`config.mk`:
```
export PLATFORM = sky130hd
export DESIGN_NAME = pipe_loop_ctrl_flat
export DESIGN_NICKNAME = d
export VERILOG_FILES = /design/src/rtl/pipe_pkg.sv /design/src/rtl/pipe_loop_ctrl_if.sv /design/src/rtl/pipe_loop_ctrl_result_fifo.sv /design/src/rtl/pipe_loop_ctrl.sv /design/src/flat_wrapper.sv
export SDC_FILE = /design/constraint.sdc
export NUM_CORES = 1
export LEC_CHECK = 0
export BUFFER_PORTS_ARGS = -buffer_cell sky130_fd_sc_hd__buf_2
export CAP_MARGIN = 25
export CORE_UTILIZATION = 47
export DETAILED_ROUTE_END_ITERATION = 7
export PLACE_DENSITY = 0.66
export SETUP_SLACK_MARGIN = 0.4
export SLEW_MARGIN = 30
export SYNTH_ARGS = -nofsm -noshare
export SYNTH_HDL_FRONTEND = slang
export SYNTH_HIERARCHICAL = 1
export SYNTH_SLANG_ARGS = --single-unit
```
`constraint.sdc`:
```
create_clock -name clk -period 15.57 [get_ports clk]
set_clock_uncertainty 0.15 [all_clocks]
set_input_delay 2.3355 -clock clk [delete_from_list [all_inputs] [get_ports clk]]
set_output_delay 2.3355 -clock clk [all_outputs]
set_load 0.05 [all_outputs]
```
`src/rtl/pipe_pkg.sv`:
```
// Shared widths and slot/result layouts for the series pipeline and its loop controller.
package pipe_pkg;
    localparam int          W     = 32;
    localparam int          IW    = 3;
    localparam logic [2:0]  N     = 3'b111;
    localparam int          DEPTH = 8;
    localparam int          CW    = $clog2(DEPTH) + 1;

    typedef struct packed {
        logic [W-1:0]  x;
        logic [W-1:0]  num;
        logic [W-1:0]  sum;
        logic [IW-1:0] i;
        logic          overflow;
        logic          flag_next;
    } slot_t;

    typedef struct packed {
        logic [W-1:0] x;
        logic [W-1:0] sum;
        logic         overflow;
    } res_t;
endpackage

```
`src/rtl/pipe_loop_ctrl_if.sv`:
```
// Operand stream, pipeline slot buses and result stream of the loop controller.
interface pipe_loop_ctrl_if import pipe_pkg::*; ();
    logic [W-1:0]  s_x;
    logic          s_valid;
    logic          s_ready;

    logic [W-1:0]  pipe_x;
    logic [W-1:0]  pipe_num;
    logic [W-1:0]  pipe_sum;
    logic [IW-1:0] pipe_i;
    logic          pipe_overflow;
    logic          pipe_valid;
    logic          pipe_flag_next;

    logic [W-1:0]  ret_x;
    logic [W-1:0]  ret_num;
    logic [W-1:0]  ret_sum;
    logic [IW-1:0] ret_i;
    logic          ret_overflow;
    logic          ret_valid;
    logic          ret_flag_next;

    logic [W-1:0]  m_x;
    logic [W-1:0]  m_sum;
    logic          m_overflow;
    logic          m_valid;
    logic          m_ready;

    logic          busy;

    modport master (
        input  s_x, s_valid,
        output s_ready,
        output pipe_x, pipe_num, pipe_sum, pipe_i, pipe_overflow, pipe_valid, pipe_flag_next,
        input  ret_x, ret_num, ret_sum, ret_i, ret_overflow, ret_valid, ret_flag_next,
        output m_x, m_sum, m_overflow, m_valid,
        input  m_ready,
        output busy
    );

    modport slave (
        output s_x, s_valid,
        input  s_ready,
        input  pipe_x, pipe_num, pipe_sum, pipe_i, pipe_overflow, pipe_valid, pipe_flag_next,
        output ret_x, ret_num, ret_sum, ret_i, ret_overflow, ret_valid, ret_flag_next,
        input  m_x, m_sum, m_overflow, m_valid,
        output m_ready,
        input  busy
    );
endinterface

```
`src/rtl/pipe_loop_ctrl_result_fifo.sv`:
```
// First-word-fall-through result buffer; head visible the cycle after the push.
// No backpressure on push: the caller's credit scheme guarantees space.
module result_fifo import pipe_pkg::*; #(
    parameter int DEPTH_P = DEPTH
) (
    input  logic clk,
    input  logic rst,
    input  logic i_push,
    input  res_t i_push_dat,
    input  logic i_pop,
    output res_t o_head,
    output logic o_full,
    output logic o_empty
);
    localparam int AW = $clog2(DEPTH_P);

    res_t         r_mem [DEPTH_P];
    logic [AW:0]  r_wr;
    logic [AW:0]  r_rd;
    logic         w_push_ok;
    logic         w_pop_ok;

    // Extra pointer bit distinguishes full from empty when the indices coincide.
    assign o_empty   = (r_wr == r_rd);
    assign o_full    = (r_wr[AW-1:0] == r_rd[AW-1:0]) && (r_wr[AW] != r_rd[AW]);
    assign w_pop_ok  = i_pop && !o_empty;
    assign w_push_ok = i_push && (!o_full || w_pop_ok);
    assign o_head    = o_empty ? '0 : r_mem[r_rd[AW-1:0]];

    always_ff @(posedge clk) begin
        if (rst) begin
            r_wr <= '0;
            r_rd <= '0;
        end else begin
            if (w_push_ok) r_wr <= r_wr + 1'b1;
            if (w_pop_ok)  r_rd <= r_rd + 1'b1;
        end
    end

    always_ff @(posedge clk) begin
        if (w_push_ok) r_mem[r_wr[AW-1:0]] <= i_push_dat;
    end

    always_ff @(posedge clk) begin
        if (!rst) assert (!(i_push && o_full && !w_pop_ok));
    end
endmodule

```
`src/rtl/pipe_loop_ctrl.sv`:
```
// Issues new/recirculated items into the 4-cycle series loop and buffers finished sums.
// Recirculation owns the slot; admission is credit-limited to the result FIFO depth.
module pipe_loop_ctrl import pipe_pkg::*; (
    input  logic clk,
    input  logic rst,
    pipe_loop_ctrl_if.master bus
);
    slot_t          r_slot;
    logic           r_vld;
    logic [CW-1:0]  r_credits;

    logic           w_done;
    logic           w_recirc;
    logic           w_admit;
    logic           w_pop;
    logic           w_full;
    logic           w_empty;
    res_t           w_push_dat;
    res_t           w_head;

    assign w_done   = bus.ret_valid && ((bus.ret_i == N) || bus.ret_overflow);
    assign w_recirc = bus.ret_valid && !w_done;

    assign bus.s_ready = !rst && !w_recirc && (r_credits < CW'(DEPTH));
    assign w_admit     = bus.s_valid && bus.s_ready;
    assign w_pop       = bus.m_valid && bus.m_ready;

    always_ff @(posedge clk) begin
        if (rst) begin
            r_slot <= '0;
            r_vld  <= 1'b0;
        end else if (w_recirc) begin
            r_slot <= '{x: bus.ret_x, num: bus.ret_num, sum: bus.ret_sum, i: bus.ret_i,
                        overflow: bus.ret_overflow, flag_next: 1'b1};
            r_vld  <= 1'b1;
        end else if (w_admit) begin
            r_slot <= '{x: bus.s_x, num: bus.s_x, sum: '0, i: '0,
                        overflow: 1'b0, flag_next: 1'b0};
            r_vld  <= 1'b1;
        end else begin
            r_vld  <= 1'b0;
        end
    end

    // A credit is held from admission until the result leaves the FIFO.
    always_ff @(posedge clk) begin
        if (rst) begin
            r_credits <= '0;
        end else begin
            case ({w_admit, w_pop})
                2'b10:   r_credits <= r_credits + CW'(1);
                2'b01:   r_credits <= r_credits - CW'(1);
                default: r_credits <= r_credits;
            endcase
        end
    end

    assign bus.pipe_x         = r_slot.x;
    assign bus.pipe_num       = r_slot.num;
    assign bus.pipe_sum       = r_slot.sum;
    assign bus.pipe_i         = r_slot.i;
    assign bus.pipe_overflow  = r_slot.overflow;
    assign bus.pipe_flag_next = r_slot.flag_next;
    assign bus.pipe_valid     = r_vld;

    assign w_push_dat = '{x: bus.ret_x, sum: bus.ret_sum, overflow: bus.ret_overflow};

    result_fifo #(.DEPTH_P(DEPTH)) u_fifo (
        .clk        (clk),
        .rst        (rst),
        .i_push     (w_done),
        .i_push_dat (w_push_dat),
        .i_pop      (w_pop),
        .o_head     (w_head),
        .o_full     (w_full),
        .o_empty    (w_empty)
    );

    assign bus.m_valid    = !w_empty;
    assign bus.m_x        = w_head.x;
    assign bus.m_sum      = w_head.sum;
    assign bus.m_overflow = w_head.overflow;
    assign bus.busy       = (r_credits != '0);
endmodule
```
`src/flat_wrapper.sv`:
```
// flat-port wrapper written by rule: the top's interface ports become plain ports
module pipe_loop_ctrl_flat import pipe_pkg::*;
  (clk, rst, bus_s_x, bus_s_valid, bus_s_ready, bus_pipe_x, bus_pipe_num, bus_pipe_sum, bus_pipe_i, bus_pipe_overflow, bus_pipe_valid, bus_pipe_flag_next, bus_ret_x, bus_ret_num, bus_ret_sum, bus_ret_i, bus_ret_overflow, bus_ret_valid, bus_ret_flag_next, bus_m_x, bus_m_sum, bus_m_overflow, bus_m_valid, bus_m_ready, bus_busy);
  pipe_loop_ctrl_if bus_i ();
  input  logic clk;
  input  logic rst;
  input wire logic [$bits(bus_i.s_x)-1:0] bus_s_x;
  input wire logic [$bits(bus_i.s_valid)-1:0] bus_s_valid;
  output wire logic [$bits(bus_i.s_ready)-1:0] bus_s_ready;
  output wire logic [$bits(bus_i.pipe_x)-1:0] bus_pipe_x;
  output wire logic [$bits(bus_i.pipe_num)-1:0] bus_pipe_num;
  output wire logic [$bits(bus_i.pipe_sum)-1:0] bus_pipe_sum;
  output wire logic [$bits(bus_i.pipe_i)-1:0] bus_pipe_i;
  output wire logic [$bits(bus_i.pipe_overflow)-1:0] bus_pipe_overflow;
  output wire logic [$bits(bus_i.pipe_valid)-1:0] bus_pipe_valid;
  output wire logic [$bits(bus_i.pipe_flag_next)-1:0] bus_pipe_flag_next;
  input wire logic [$bits(bus_i.ret_x)-1:0] bus_ret_x;
  input wire logic [$bits(bus_i.ret_num)-1:0] bus_ret_num;
  input wire logic [$bits(bus_i.ret_sum)-1:0] bus_ret_sum;
  input wire logic [$bits(bus_i.ret_i)-1:0] bus_ret_i;
  input wire logic [$bits(bus_i.ret_overflow)-1:0] bus_ret_overflow;
  input wire logic [$bits(bus_i.ret_valid)-1:0] bus_ret_valid;
  input wire logic [$bits(bus_i.ret_flag_next)-1:0] bus_ret_flag_next;
  output wire logic [$bits(bus_i.m_x)-1:0] bus_m_x;
  output wire logic [$bits(bus_i.m_sum)-1:0] bus_m_sum;
  output wire logic [$bits(bus_i.m_overflow)-1:0] bus_m_overflow;
  output wire logic [$bits(bus_i.m_valid)-1:0] bus_m_valid;
  input wire logic [$bits(bus_i.m_ready)-1:0] bus_m_ready;
  output wire logic [$bits(bus_i.busy)-1:0] bus_busy;
  assign bus_i.s_x = bus_s_x;
  assign bus_i.s_valid = bus_s_valid;
  assign bus_s_ready = bus_i.s_ready;
  assign bus_pipe_x = bus_i.pipe_x;
  assign bus_pipe_num = bus_i.pipe_num;
  assign bus_pipe_sum = bus_i.pipe_sum;
  assign bus_pipe_i = bus_i.pipe_i;
  assign bus_pipe_overflow = bus_i.pipe_overflow;
  assign bus_pipe_valid = bus_i.pipe_valid;
  assign bus_pipe_flag_next = bus_i.pipe_flag_next;
  assign bus_i.ret_x = bus_ret_x;
  assign bus_i.ret_num = bus_ret_num;
  assign bus_i.ret_sum = bus_ret_sum;
  assign bus_i.ret_i = bus_ret_i;
  assign bus_i.ret_overflow = bus_ret_overflow;
  assign bus_i.ret_valid = bus_ret_valid;
  assign bus_i.ret_flag_next = bus_ret_flag_next;
  assign bus_m_x = bus_i.m_x;
  assign bus_m_sum = bus_i.m_sum;
  assign bus_m_overflow = bus_i.m_overflow;
  assign bus_m_valid = bus_i.m_valid;
  assign bus_i.m_ready = bus_m_ready;
  assign bus_busy = bus_i.busy;
  pipe_loop_ctrl u_core (.clk(clk), .rst(rst), .bus(bus_i));
endmodule
```
Word-level counts from Yosys, hierarchy flattened
Memories as Yosys holds them, arrays and structs flattened. A register that Yosys moved wholly into a read port is not among the register bits.
Cells that the tools add are included.
{"block": "word_totals", "ramBits": 520, "mem_count": 1, "register_bits": 114, "elab_cells": 51, "inputBits": 138}
{"block": "op_classes", "mux": 10, "n_lt_le_gt_ge": 1, "addsub": 4, "n_eq_ne": 6, "reduce_logical": 19}
{"name": "u_core.u_fifo.r_mem", "words": 8, "width": 65, "rd": 1, "rd_ports_with_merged_regs": 1, "wr": 1, "line_no": "pipe_loop_ctrl_result_fifo.sv:17", "source": "res_t r_mem [DEPTH_P];"}
{"op": "$mux 101", "n": 2}
{"op": "$mux 65", "n": 1}
{"op": "$add 4x1->4 const B", "n": 3}
{"op": "$logic_and 1x1->1", "n": 9}
{"op": "$pmux 4 s2", "n": 1}
{"op": "$mux 3", "n": 2}
{"op": "$logic_not 1->1", "n": 5}
{"op": "$eq 4x4->1", "n": 1}
{"op": "$lt 4x4->1 const B", "n": 1}
{"op": "$mux 1", "n": 4}
{"op": "$reduce_bool 2->1", "n": 2}
{"op": "$reduce_bool 4->1", "n": 1}
{"op": "$sub 4x1->4 const B", "n": 1}
{"op": "$eq 3x3->1", "n": 1}
{"op": "$eq 3x3->1 const B", "n": 1}
{"op": "$eq 2x1->1 const B", "n": 1}
{"op": "$eq 2x2->1 const B", "n": 1}
{"op": "$logic_or 1x1->1", "n": 2}
{"op": "$ne 1x1->1", "n": 1}

Depth between registers and ports, before layout
Gate-level depths: netlist of run 1.
{"block": "logic_depth", "word_depth": 11, "ltp_mapped": 12, "depth_no_buf": 10}

Hierarchy
The synthesis of run 1 kept the hierarchy.
{"module": "result_fifo", "cells_each": 895, "area_per_inst_um2": 20410.8, "instances": 1}
{"module": "pipe_loop_ctrl", "cells_each": 523, "area_per_inst_um2": 4389.2, "instances": 1}

Least setup slack after synthesis of run 1
OpenSTA, ideal clock, no wires.
{"block": "synth_path", "path_kind": "input-to-reg", "from": "in bus_m_ready", "to": "mem u_core/u_fifo/r_mem[0][0] (netlist name) (enable)", "path_stages": 3, "path_buffers": 0, "slack_ps": 5646, "arrival_ps": 9125, "required_time_ps": 14771, "cell_sequence": "nor2b_1 > o21ai_1 > nor4_1"}
{"block": "synth_between", "elab_chain_cells": 6}
{"element": "start: declaration", "line_no": "flat_wrapper.sv:28", "source": "input wire logic [$bits(bus_i.m_ready)-1:0] bus_m_ready;"}
{"element": "$logic_and 1x1->1", "line_no": "pipe_loop_ctrl.sv:26", "source": "assign w_pop = bus.m_valid && bus.m_ready;"}
{"element": "$logic_and 1x1->1", "line_no": "pipe_loop_ctrl_result_fifo.sv:26", "source": "assign w_pop_ok = i_pop && !o_empty;"}
{"element": "$logic_or 1x1->1", "line_no": "pipe_loop_ctrl_result_fifo.sv:27", "source": "assign w_push_ok = i_push && (!o_full || w_pop_ok);"}
{"element": "$logic_and 1x1->1", "line_no": "pipe_loop_ctrl_result_fifo.sv:27"}
{"element": "$mux 1", "line_no": "pipe_loop_ctrl_result_fifo.sv:41", "source": "if (w_push_ok) r_mem[r_wr[AW-1:0]] <= i_push_dat;"}
{"element": "$mux 1 (not written as such)", "line_no": "pipe_loop_ctrl_result_fifo.sv:41"}
{"element": "end: declaration", "line_no": "pipe_loop_ctrl_result_fifo.sv:17"}
Every way passes these cells.

Worst setup path in the final report of run 1
{"block": "layout_path", "from": "reg u_core.u_fifo.r_wr[2]", "to": "out bus_m_x[24]"}
{"block": "layout_between", "elab_chain_cells": 2}
{"element": "start: declaration", "line_no": "pipe_loop_ctrl_result_fifo.sv:18", "source": "logic [AW:0] r_wr;"}
{"element": "start signal: assignment", "line_no": "pipe_loop_ctrl_result_fifo.sv:35", "source": "if (w_push_ok) r_wr <= r_wr + 1'b1;"}
{"element": "$eq 4x4->1", "line_no": "pipe_loop_ctrl_result_fifo.sv:24", "source": "assign o_empty = (r_wr == r_rd);"}
{"element": "net u_core.w_empty", "line_no": "pipe_loop_ctrl.sv:17", "source": "logic w_empty;"}
{"element": "$mux 65", "line_no": "pipe_loop_ctrl_result_fifo.sv:28", "source": "assign o_head = o_empty ? '0 : r_mem[r_rd[AW-1:0]];"}
{"element": "end: declaration", "line_no": "flat_wrapper.sv:24", "source": "output wire logic [$bits(bus_i.m_x)-1:0] bus_m_x;"}
The timed path passes the listed nets, and every way through them passes these cells.

==> results of run 1 <==
==> synth_stat cells (2+ instances only) <==
library cell / n / share of area
a211oi_1: 64 / 0.019
a21oi_1: 42 / 0.0085
and2_1: 32 / 0.0081
buf_1: 3 / 0.00045
buf_2: 44 / 0.0089
buf_4: 5 / 0.0015
buf_6: 19 / 0.0086
clkbuf_1: 24 / 0.0036
dfxtp_1: 117 / 0.094
edfxtp_1: 520 / 0.63
ha_1: 5 / 0.0025
inv_1: 4 / 0.00061
mux2_1: 2 / 0.00091
mux2i_1: 68 / 0.027
mux4_2: 130 / 0.12
nand2_1: 39 / 0.0059
nand2b_1: 4 / 0.0010
nand3_1: 36 / 0.0073
nor2_1: 139 / 0.021
nor2b_1: 7 / 0.0018
nor3_1: 70 / 0.014
o21ai_0: 4 / 0.00081
o21ai_1: 2 / 0.00040
or3_1: 5 / 0.0013
xnor2_1: 3 / 0.0011
xor2_1: 4 / 0.0014
xor2_2: 4 / 0.0026
==> through the flow <==
step	instance area (um2)	instances	util	worst slack (ns)	hold WS [ns]
finish	29120	2461	0.5631	9.696	0.2866
global route	29120	2461	0.5631	9.537	0.3209
CTS	29120	2460	0.5631	9.612	0.2860
detailed placement	27000	2338	0.5220	9.833	0.2759
global placement	26880	2334	0.5198	9.823	0.2709
floorplan	24800	1418	-	5.646	0.3371
==> registers in the layout (all words and copies together) (netlist names), 3 cells and up, named ones only <==
name / cells
u_core/bus.pipe_i: 3
u_core/bus.pipe_num: 32
u_core/bus.pipe_sum: 32
u_core/bus.pipe_x: 32
u_core/r_credits: 4
u_core/u_fifo/r_mem: 520
u_core/u_fifo/r_rd: 4
u_core/u_fifo/r_wr: 4
==> cells in the final DEF, fill, tap and decap left out, drive strengths merged, types with 2 or more instances in the layout <==
cell type / synthesis / layout
nor2b: 7 / 7
inv: 5 / 6
mux2: 3 / 3
clkinv: 1 / 12
nor4: 2 / 2
bufinv: 0 / 2
nand4: 2 / 2
nor3: 70 / 70
nand2b: 4 / 4
and2: 32 / 32
dfxtp: 117 / 117
nand2: 39 / 39
edfxtp: 520 / 520
xor2: 8 / 8
nand3: 36 / 36
a211oi: 64 / 64
mux4: 130 / 130
or3: 5 / 5
ha: 5 / 5
buf: 71 / 335
o21ai: 6 / 6
xnor2: 3 / 3
nor2: 139 / 139
mux2i: 68 / 68
clkbuf: 24 / 108
a21oi: 43 / 43
nor3b: 2 / 2
==> worst max path at each step <==
stage / from / cells after the start / end
2_1_floorplan: bus_m_ready / 3 / u_core/u_fifo/r_mem[0][0]
3_3_place_gp: flip-flop / 5 / bus_m_sum[27]
3_5_place_dp: bus_ret_i[0] / 5 / bus_s_ready
4_1_cts: u_core/u_fifo/r_wr[2] / 6 / bus_m_x[23]
5_1_grt: u_core/u_fifo/r_wr[2] / 6 / bus_m_x[24]
6_report: u_core/u_fifo/r_wr[2] / 6 / bus_m_x[24]
==> final cells by class <==
class,instances,area (um2)
Clock buffer,108,2007
Multi-Input combinational cell,680,6325
Antenna cell,1,2.502
Clock inverter,14,116.4
Fill cell,4033,22590
Tap cell,680,850.8
Inverter,6,22.52
Sequential cell,637,17970
Timing Repair Buffer,335,1831
==> cells by family (layout without fill, tap and decap cells) <==
kind of cell / Yosys count / after routing / share of synthesized area
compound gates: 121 / 121 / 0.03290
xor+xnor: 11 / 11 / 0.005096
fa+ha+maj: 5 / 5 / 0.002523
buf+inv: 101 / 463 / 0.02401
flops: 637 / 637 / 0.7241
mux: 201 / 201 / 0.1469
other cells: 0 / 1 / 0
simple gates: 342 / 342 / 0.06453
==> per-layer routing <==
layer	track usage	part of all wire	vias to the layer above	wire length (um)
li1	-	-	6168	-
met1	0.2938	0.42	7240	24910
met2	0.3576	0.49	429	28650
met3	0.04347	0.060	98	3505
met4	0.08121	0.027	4	1562
met5	0	0.00038	-	22
==> report_power, final <==
group,internal [mW],switching [mW],total (mW)
combinational,0.108,0.289,0.397
clock,0.915,0.621,1.54
sequential,1.88,0.0191,1.90
total,2.90,0.929,3.83
==> worst max-delay path, delay by kind of cell (launching register included) <==
kind | cells | cell delay, ns
DFF | 1 | 0.65
buffers and inverters | 3 | 1.14
and+or+nand+nor | 2 | 0.79
xor gates and xnor gates | 1 | 0.21
==> results.yml, run 1 <==
outcome:
  outcome: "completed"
synth:
  syn_area_per_cell_um2: 17.49
  syn_area_um2: 24800
  async_reset_ff_frac: 0
  synth_nets: 1561
  ys.flop_type: "edfxtp_1"
  syn_inst: 1418
  ys_types: 49
  yosysSeqAreaShare: 0.7241
  synth_edf_count: 520
  ys_seq_elements: 637
  synth_warnings: 6
critical_path:
  crit_path_start_kind: "flip-flop"
  cp.required_ns: 13.08
  r2r.worst_path.cells: 6
  cp_cell_sequence: "xor2_2 -> nor4_4 -> buf_4 -> buf_4 -> nor2_1 -> buf_2"
  crit_path_frequent_cell: "buf_4"
  timing.rr.start: "u_core/u_fifo/r_wr[2]"
  endpoint_kind: "output pin"
  critPathSlowestCell: "dfxtp_1"
  r2r_setup_slack_ns: 11.47
  cp_slowest_stage_delay_ns: 0.65
  worst_r2r_endpoint: "u_core/u_fifo/r_mem[6][36]"
  crit_arrival_ns: 3.39
  worst-path-max-fanout: 45
  crit_type: "flip-flop to output pin"
die:
  fp.dieH_um: 231.7
  rows: 83
  start_util: 0.4795
  coreArea_um2: 51720
  die_w_um: 231.7
  die_area_um2: 53690
  io_pins: 308
place:
  gp_congestion: 0.9035
  io_buffers: 306
  post-dp-hpwl_um: 33730
final_layout:
  syn2layout_area_growth_pct: 17.43
  drive_above_1_share: 0.3242
  nets: 1870
sta:
  rsz0062_at_grt: "false"
  setup_viol: 0
  period_needed_ns: 5.874
  drv_slew: 0
  relSlewSlack: 0.3502
  worst_pin_slew_ns: 0.9747
  post-route-period-util: 0.3772
  final_hold_viol_count: 0
  clock.fmax_mhz: 170.3
  tns_ns: 0
grt:
  grt_pass1_vias: 14290
  grt_overflow: 0
  antenna_found_initial: 5
  grt_max_degree: 98
  track_usage: 0.2197
  grt_pass1_wl_um: 86940
clocking:
  cts_max_level: 3
  root_buffer: "clkbuf_16"
  holdBufCountCts: 0
  cts_tree: "built"
  cts-resized-gates: 0
  numCtsBuffers: 67
  cts.clk_slew.worst_paths_ns: 0.06
  cts_sinks: 637
  insertion_delay_ns: 0.58
  post-cts-setup-buffers: 0
  clockBufferDepth: 3
worst_hold_path:
  hp-start: "u_core/bus.pipe_overflow"
  hold_path_depth: 2
  hold-path-endpoint: "u_core/bus.pipe_overflow"
  hold_path_class: "flip-flop to flip-flop"
power:
  power.density_nw_per_um2: 131.6
  max-vdd-ir-drop_mv: 0.06802
  total_power_mw: 3.831
  p_leak_nw: 9.942
detailed_routing:
  route.detailed.drc: 0
  vias: 13940
  drt_wl_total_um: 58650
  wl_per_cell_um: 23.83
  drtIter0Drc: 1244
  ant_nets: 0
  drtPass1Iterations: 5
  vias_per_cell: 5.664
flow_run:
  cap_violations: 0
No activity file was read; power rests on OpenSTA's default activity.
==> inputs of run 2 (changes only) <==
--- a/config.mk
+++ b/config.mk
@@ -9,7 +9,7 @@
 export CAP_MARGIN = 25
 export CORE_UTILIZATION = 47
 export DETAILED_ROUTE_END_ITERATION = 7
-export PLACE_DENSITY = 0.66
+export PLACE_DENSITY = 0.68
 export SETUP_SLACK_MARGIN = 0.4
 export SLEW_MARGIN = 30
 export SYNTH_ARGS = -nofsm -noshare
==> constraint.sdc (replaced) <==
create_clock -name clk -period 5.2 [get_ports clk]
set_clock_uncertainty 0.15 [all_clocks]
set_input_delay 0.78 -clock clk [delete_from_list [all_inputs] [get_ports clk]]
set_output_delay 0.78 -clock clk [all_outputs]
set_load 0.05 [all_outputs]
==> results.yml, run 2 (synthesis results as in run 1) <==
detailed_routing:
  vias_per_cell: 5.656
  drtPass1Iterations: 5
  drtIter0Drc: 1222
  wl_per_cell_um: 23.38
  vias: 13940
  ant_nets: 0
  drt_wl_total_um: 57640
  route.detailed.drc: 0
grt:
  grt_overflow: 0
  grt_pass1_vias: 14140
  track_usage: 0.2175
  grt_max_degree: 86
  grt_pass1_wl_um: 86310
  antenna_found_initial: 7
die:
  coreArea_um2: 51720
  die_w_um: 231.7
  rows: 83
  io_pins: 308
  start_util: 0.4795
  die_area_um2: 53690
  fp.dieH_um: 231.7
clocking:
  holdBufCountCts: 0
  cts_max_level: 3
  clockBufferDepth: 3
  cts_sinks: 637
  cts.clk_slew.worst_paths_ns: 0.06
  numCtsBuffers: 67
  post-cts-setup-buffers: 0
  root_buffer: "clkbuf_16"
  cts_tree: "built"
  cts-resized-gates: 0
  insertion_delay_ns: 0.60
flow_run:
  cap_violations: 0
outcome:
  outcome: "completed"
final_layout:
  drive_above_1_share: 0.3272
  syn2layout_area_growth_pct: 17.48
  largest_register_ff_count: 520
  most-common-layout-cells: "edfxtp_1 (520), buf_2 (305), nor2_1 (137), mux4_2 (130), dfxtp_1 (114)"
  fillers: 3995
  nets: 1871
  final_common_cell: "edfxtp_1"
critical_path:
  crit_arrival_ns: 3.23
  crit_path_start_kind: "flip-flop"
  critPathTopFamily: "buffers and inverters"
  cp_cell_sequence: "xor2_2 -> nor4_4 -> buf_4 -> nor2_1 -> buf_2"
  endpoint_kind: "output pin"
  worst-path-max-fanout: 66
  critPathSlowestCell: "buf_4"
  cp_slowest_stage_delay_ns: 0.78
  cp.required_ns: 4.27
  crit_buf_inv: 2
  crit_type: "flip-flop to output pin"
sta:
  final_hold_viol_count: 0
  setup_viol: 0
  tns_ns: 0
  rsz0062_at_grt: "false"
  relSlewSlack: 0.3604
  holdWs_ns: 0.2798
  worst_pin_slew_ns: 0.9593
  drv_slew: 0
  post-route-period-util: 0.8004
  clock.fmax_mhz: 240.3
  period_needed_ns: 4.162
place:
  gp_congestion: 0.8656
  post-dp-hpwl_um: 33580
  io_buffers: 306
power:
  power.density_nw_per_um2: 391.5
  max-vdd-ir-drop_mv: 0.2241
  p_leak_nw: 9.928
worst_hold_path:
  hold_path_class: "primary input to flip-flop"
==> run 2: cell types whose count changed in the layout (fill, tap and decap cells not counted), moves of 2 or more <==
cell	delta
clkbuf_1	-11
clkinv_1	+7
buf_12	+6
clkinv_2	+5
buf_6	-4
clkbuf_8	-4
buf_16	-3
clkbuf_16	-3
nor3_2	-3
nor3_4	+3
buf_4	+2
clkinv_8	+2
diode_2	+2
inv_6	+2
==> run 2: tightest hold or removal path: cells and delay by family <==
family	cells	cell delay, ns
AOI/OAI and AO/OA	1	0.05
buffers and inverters	1	0.10
and+or+nand+nor	1	0.05
==> run 2: path summary, 6_finish.rpt <==
check                                             endpoint  cells after the start  slack, ns                     start
worst min-delay path                  u_core/bus.pipe_i[0]                      3       0.28              bus_ret_i[0]
worst max register to register  u_core/u_fifo/r_mem[7][38]                      6       1.37     u_core/u_fifo/r_wr[2]
worst max-delay path                           bus_m_x[29]                      5       1.04     u_core/u_fifo/r_wr[2]
worst min register to register    u_core/bus.pipe_overflow                      2       0.29  u_core/bus.pipe_overflow
==> run 2: power by group <==
part	internal [mW]	switching [mW]
clock network	2.64	1.91
registers	5.63	0.0599
logic	0.320	0.852
==> run 2: cell type report <==
| type | count | area [um2] | area share |
|---|---|---|---|
| sequential | 637 | 17970 | 0.6167 |
| multi-input combinational | 680 | 6352 | 0.2180 |
| timing repair buffer | 336 | 1838 | 0.06309 |
| clock buffer | 90 | 1836 | 0.06300 |
| tap | 680 | 850.8 | 0.02920 |
| clock inverter | 33 | 260.3 | 0.008932 |
| inverter | 6 | 22.52 | 0.0007730 |
| antenna | 3 | 7.507 | 0.0002577 |
==> run 2: through the flow <==
step	instances	worst slack [ns]	power (mW)	util	cell area [um2]
after floorplan	1418	0.1575	6.618	-	24840
after global placement	2339	1.491	6.951	0.5226	27030
after detailed placement	2339	1.378	6.974	0.5226	27030
after CTS	2462	0.9851	11.50	0.5631	29120
after global routing	2464	0.8596	11.78	0.5633	29130
final	2465	1.038	11.41	0.5634	29140
==> run 2: per-layer routing <==
metal  vias up  GRT usage  wire, um  share of wire
met5         -          0        34        0.00059
met4         6    0.07175      1168          0.020
met3        88    0.03892      3567          0.062
met2       480     0.3577     28620           0.50
met1      7169     0.2940     24250           0.42
li1       6200          -         -              -
